File: config.mk
export PLATFORM = sky130hd
export DESIGN_NAME = fetch_unit_flat
export DESIGN_NICKNAME = d
export VERILOG_FILES = /design/src/rtl/fetch_unit_if.sv /design/src/rtl/fetch_unit.sv /design/src/flat_wrapper.sv
export SDC_FILE = /design/constraint.sdc
export NUM_CORES = 1
export LEC_CHECK = 0
export ABC_AREA = 1
export CAP_MARGIN = 30
export CORE_UTILIZATION = 40
export DETAILED_ROUTE_END_ITERATION = 7
export PLACE_DENSITY = 0.72
export SETUP_SLACK_MARGIN = 0.05
export SLEW_MARGIN = 5
export SYNTH_ARGS = -nofsm -noshare
export SYNTH_HDL_FRONTEND = slang
export SYNTH_SLANG_ARGS = --single-unit
File: constraint.sdc
create_clock -name clk -period 2.2 [get_ports clk]
set_input_delay 0.44 -clock clk [delete_from_list [all_inputs] [get_ports clk]]
set_output_delay 0.44 -clock clk [all_outputs]
set_load 0.01 [all_outputs]
File: src/rtl/fetch_unit_if.sv
// rtl/fetch_unit_if.sv - instruction-memory request bus between fetch_unit and imem
//
// Purpose: groups the instruction-memory handshake so that it can be passed
//          around as a single port.
// Signals:
//   imem_req    fetch -> mem  request valid
//   imem_addr   fetch -> mem  request address; held while req=1 and ready=0
//   imem_ready  mem -> fetch  imem_data is valid this cycle (may be zero-wait)
//   imem_data   mem -> fetch  returned instruction
// Modports: master = fetch_unit side, slave = memory side.
interface fetch_unit_if;
  logic        imem_req;
  logic [15:0] imem_addr;
  logic        imem_ready;
  logic [15:0] imem_data;

  modport master (output imem_req, imem_addr, input imem_ready, imem_data);
  modport slave  (input imem_req, imem_addr, output imem_ready, imem_data);
endinterface

File: src/rtl/fetch_unit.sv
// rtl/fetch_unit.sv - instruction-fetch stage: PC, imem request, IF/ID load
//
// Purpose: owns the program counter, keeps at most one instruction-memory
//          request outstanding, and loads the IF/ID register. Handles
//          downstream stall, branch/jump redirect and HALT.
// Ports:
//   clk          clock, rising edge
//   rst          asynchronous active-low reset
//   stall        IF/ID must not load this cycle
//   redirect     taken branch/jump; pc <= redirect_pc (highest priority)
//   redirect_pc  redirect target
//   imem         fetch_unit_if.master (imem_req/addr out, imem_ready/data in)
//   if_we        IF/ID load enable
//   if_instr     IF/ID instruction d input (valid when if_we=1)
//   if_pc_plus2  address of accepted instruction + 2 (valid when if_we=1)
//   fetch_pc     current pc
//   halted       high while in HALTED
module fetch_unit #(
  parameter logic [15:0] RESET_PC    = 16'h0000,
  parameter logic [4:0]  HALT_OPCODE = 5'b00000
) (
  input  logic               clk,
  input  logic               rst,
  input  logic               stall,
  input  logic               redirect,
  input  logic [15:0]        redirect_pc,
  fetch_unit_if.master       imem,
  output logic               if_we,
  output logic [15:0]        if_instr,
  output logic [15:0]        if_pc_plus2,
  output logic [15:0]        fetch_pc,
  output logic               halted
);

  typedef enum logic [1:0] {FETCH, HOLD, DROP, HALTED} state_t;

  state_t      state, state_n;
  logic [15:0] pc, pc_n;
  logic [15:0] drop_addr, drop_addr_n;
  logic [15:0] hold_instr, hold_instr_n;
  logic        req, we;
  logic [15:0] pc_plus2;

  assign pc_plus2 = pc + 16'd2;

  always_ff @(posedge clk or negedge rst) begin
    if (!rst) begin
      state      <= FETCH;
      pc         <= RESET_PC;
      drop_addr  <= 16'h0000;
      hold_instr <= 16'h0000;
    end else begin
      state      <= state_n;
      pc         <= pc_n;
      drop_addr  <= drop_addr_n;
      hold_instr <= hold_instr_n;
    end
  end

  always_comb begin
    state_n      = state;
    pc_n         = pc;
    drop_addr_n  = drop_addr;
    hold_instr_n = hold_instr;
    req          = 1'b0;
    we           = 1'b0;
    imem.imem_addr = pc;
    if_instr     = imem.imem_data;
    halted       = 1'b0;
    case (state)
      FETCH: begin
        req = 1'b1;
        if (redirect) begin
          pc_n = redirect_pc;
          // An unanswered request is still owned by memory; remember its
          // address so it can be held stable until the orphan returns.
          if (!imem.imem_ready) begin
            drop_addr_n = pc;
            state_n     = DROP;
          end
        end else if (imem.imem_ready) begin
          if (stall) begin
            hold_instr_n = imem.imem_data;
            state_n      = HOLD;
          end else begin
            we = 1'b1;
            if (imem.imem_data[15:11] == HALT_OPCODE) state_n = HALTED;
            else                                      pc_n    = pc_plus2;
          end
        end
      end
      HOLD: begin
        if_instr = hold_instr;
        if (redirect) begin
          pc_n    = redirect_pc;
          state_n = FETCH;
        end else if (!stall) begin
          we = 1'b1;
          if (hold_instr[15:11] == HALT_OPCODE) state_n = HALTED;
          else begin
            pc_n    = pc_plus2;
            state_n = FETCH;
          end
        end
      end
      DROP: begin
        req            = 1'b1;
        imem.imem_addr = drop_addr;
        if (redirect) pc_n = redirect_pc;
        // The orphan's completion ends DROP regardless of a further redirect.
        if (imem.imem_ready) state_n = FETCH;
      end
      HALTED: begin
        halted = 1'b1;
        if (redirect) begin
          pc_n    = redirect_pc;
          state_n = FETCH;
        end
      end
      default: state_n = FETCH;
    endcase
  end

  // Reset forces FETCH, which would otherwise request; gating with rst makes
  // imem_req and if_we drop asynchronously the moment reset asserts.
  assign imem.imem_req = req & rst;
  assign if_we         = we & rst;
  assign if_pc_plus2   = pc_plus2;
  assign fetch_pc      = pc;

endmodule

File: src/flat_wrapper.sv
// flat-port wrapper written by rule: the top's interface ports become plain ports
module fetch_unit_flat 
#(
  parameter logic [15:0] RESET_PC    = 16'h0000,
  parameter logic [4:0]  HALT_OPCODE = 5'b00000
)
  (clk, rst, stall, redirect, redirect_pc, if_we, if_instr, if_pc_plus2, fetch_pc, halted, imem_imem_req, imem_imem_addr, imem_imem_ready, imem_imem_data);
  fetch_unit_if imem_i ();
  input  logic clk;
  input  logic rst;
  input  logic stall;
  input  logic redirect;
  input  logic [15:0] redirect_pc;
  output logic if_we;
  output logic [15:0] if_instr;
  output logic [15:0] if_pc_plus2;
  output logic [15:0] fetch_pc;
  output logic halted;
  output wire logic [$bits(imem_i.imem_req)-1:0] imem_imem_req;
  output wire logic [$bits(imem_i.imem_addr)-1:0] imem_imem_addr;
  input wire logic [$bits(imem_i.imem_ready)-1:0] imem_imem_ready;
  input wire logic [$bits(imem_i.imem_data)-1:0] imem_imem_data;
  assign imem_imem_req = imem_i.imem_req;
  assign imem_imem_addr = imem_i.imem_addr;
  assign imem_i.imem_ready = imem_imem_ready;
  assign imem_i.imem_data = imem_imem_data;
  fetch_unit #(.RESET_PC(RESET_PC), .HALT_OPCODE(HALT_OPCODE)) u_core (.clk(clk), .rst(rst), .stall(stall), .redirect(redirect), .redirect_pc(redirect_pc), .imem(imem_i), .if_we(if_we), .if_instr(if_instr), .if_pc_plus2(if_pc_plus2), .fetch_pc(fetch_pc), .halted(halted));
endmodule
==> flow_summary_export.csv <==
group,metric,value,unit
power,powerDensity,1410,nW/µm²
clocking,hold_buffers,0,
clocking,cts.sinks,50,
floorplan,die_area,7740,µm²
synthesis,synth-seq-area-share,42.3,%
critical_path,cp_max_fo,9,
clocking,clockRootBuffer,"clkbuf_8",
clocking,clk_path_buf_depth,2,
critical_path,cp.required,1.76,ns
timing,tightest_slew,0.660,ns
placed_design,place_congestion,0.877,
critical_path,crit_path_end_kind,"output pin",
run_status,outcome,"finished clean",
finish,diodes,0,
detailed_routing,drc_errors,0,
finish,fin_cells,638,
placed_design,dp_hpwl,6390,µm
grt,grt_pass1_wl,14100,µm
grt,grt_max_degree,51,
finish,n_fill_cell,667,
detailed_routing,drt_iter0_markers,188,
floorplan,die_w,88.0,µm
critical_path,worst-setup-path-type,"reg -> out",
grt,grt_use_total,23.7,%
synthesis,synth_top_area_share,42.3,%
detailed_routing,first_pass_iters,4,
timing,relSlewSlack,56.0,%
clocking,cts_tree,"built",
hold_path,hold_path.class,"in -> async",
floorplan,fp-row-count,30,
finish,final_net_count,579,
critical_path,critPathLaunchType,"flop",
timing,hold_viol,0,
timing,slew_viol_final,0,
power,power.total,6.21,mW
synthesis,synth-warning-count,0,
power,max-vdd-ir-drop,0.630,mV
synthesis,synth_top_cell_by_area,"dfrtp_1",
floorplan,die_h,88.0,µm
timing,final.setup_skew,0.0107,ns
timing,period_minus_slack,2.16,ns
finish,layout-drive-gt1-share,14.8,%
synthesis,yosys-top-cells-area,"dfrtp_1 (42%), nand2_1 (16%), o21ai_0 (8.6%), inv_1 (5.1%), nand3_1 (5.1%)",
grt,grt_overflow_total,0,
clocking,clk_latency,0.32,ns
critical_path,reg2reg_slack,0.47,ns
synthesis,syn-cell-area,2960,µm²
synthesis,yosys_register_bits,50,
detailed_routing,totalWireLength,8740,µm
timing,holdWs,0.256,ns
grt,antenna_found_initial,0,
critical_path,arrival,1.72,ns
timing,fmax,464,MHz
finish,fin_area,4400,µm²
flow_run,drv_cap,0,
detailed_routing,viasPerCell,4.91,
floorplan,ios,104,
timing,fin_setup_tns,0,ns
synthesis,synthesis.instances,422,
detailed_routing,final_antenna_net_count,0,
timing,rsz0062_at_grt,"true",
detailed_routing,vias,3130,
detailed_routing,drt-wirelength-per-cell,13.7,µm
critical_path,startpoint,"u_core.fetch_pc[1]",
finish,syn_to_final_growth,48.9,%
synthesis,syn_area_per_cell,7.01,µm²
finish,final_common_cell,"nand2_1",
placed_design,io_buffers,103,
finish,mostFrequentLayoutCells,"nand2_1 (127), clkdlybuf4s50_1 (55), o21ai_0 (49)",
placed_design,place_area,4220,µm²
placed_design,dp.cells,627,
synthesis,ys_types,30,
critical_path,rr_startpoint,"u_core.state[1]",
power,p_leak,2.18,nW
floorplan,start_util,42.3,%
timing,timing.final.crit_share,98.0,%
floorplan,core_area,6980,µm²
clocking,cts_max_level,2,
synthesis,syn_nets,460,
clocking,cts_buffers,5,
grt,grt_pass1_vias,3023,
clocking,path_clk_slew,0.10,ns
timing,finalSetupViolCount,0,
[state kept, by name, summed over array words and instances, names as in the netlist]
| name | count |
|---|---|
| u_core.drop_addr | 16 |
| u_core.hold_instr | 16 |
| u_core.state | 2 |
| u_core.fetch_pc | 16 |
[final timing paths]
path,end,cells after the start
max,if_pc_plus2[9],7
min,u_core.hold_instr[14],2
max reg2reg,u_core.fetch_pc[11],11
min reg2reg,u_core.hold_instr[8],2
max in group asynchronous,u_core.fetch_pc[3],2
min in group clk,u_core.hold_instr[8],2
[report_power, final]
part / internal [mW] / total [mW] / leakage, nW / switching, mW
Combinational: 1.75 / 3.80 / 1.51 / 2.04
Clock: 0.342 / 0.686 / 0.0585 / 0.344
Sequential: 1.36 / 1.73 / 0.616 / 0.361
[area by class of cell]
type | instances | area [µm²] | share of cell area (%)
sequential | 50 | 1250 | 28.5
clock inverter | 3 | 43.8 | 0.995
inverter | 43 | 161 | 3.67
clock buffer | 5 | 68.8 | 1.56
timing repair buffer | 131 | 1250 | 28.3
tap | 96 | 120 | 2.73
multi-input combinational | 310 | 1510 | 34.2
[cell families after synthesis]
kind of cell             count (synthesis)  share of synthesized area, %
AO/OA/AOI/OAI                           80                          14.0
XOR/XNOR                                 3                         0.889
adder cells (fa/ha/maj)                  1                         0.423
buffers and inverters                   62                          9.10
flip-flops                              50                          42.3
AND/OR/NAND/NOR                        226                          33.3
[routing by layer]
layer  global-route usage [%]  up-vias  part of all wire, %
met5                        0        -                    0
met4                     9.39        0                  2.3
met3                     2.83       16                  4.7
met2                     38.7       99                   48
met1                     32.1     1434                   45
li1                         -     1581                    -
[Yosys cell counts (all sizes together)]
library cell,n
dfrtp,50
nand3b,1
and2,4
xor2,3
nor3,3
clkbuf,11
inv,43
nand2,132
nand3,31
or2,6
ha,1
nor2,41
a21oi,20
buf,8
nand4,7
o21bai,1
nor4,1
o21ai,59
[what timing repair did]
item / 4_1_cts / 5_1_grt
buffers inserted: 0 / 2
resized for setup: 70 / 18
setup endpoints to repair: 46 / 16
endpoints found under the hold margin: 0 / 0
pin swaps: 1 / 4
gates cloned: 1 / 0
[critical path, stage by stage, from the launching register on]
cell and delay [ns]:
dfrtp_1 0.39, ha_2 0.20, nand3_2 0.09, nor2_2 0.11, buf_6 0.14, nand3_1 0.08
and2_1 0.17, clkdlybuf4s15_2 0.22
[through the flow]
stage / utilization, % / setup WS (ns)
2_1_floorplan: - / 0.450
3_3_place_gp: 60.4 / -0.0340
3_5_place_dp: 60.4 / -0.0430
4_1_cts: 62.5 / 0.0326
5_1_grt: 63.1 / -0.0240
6_report: 63.1 / 0.0441
Power figures use the tool's default switching activity.
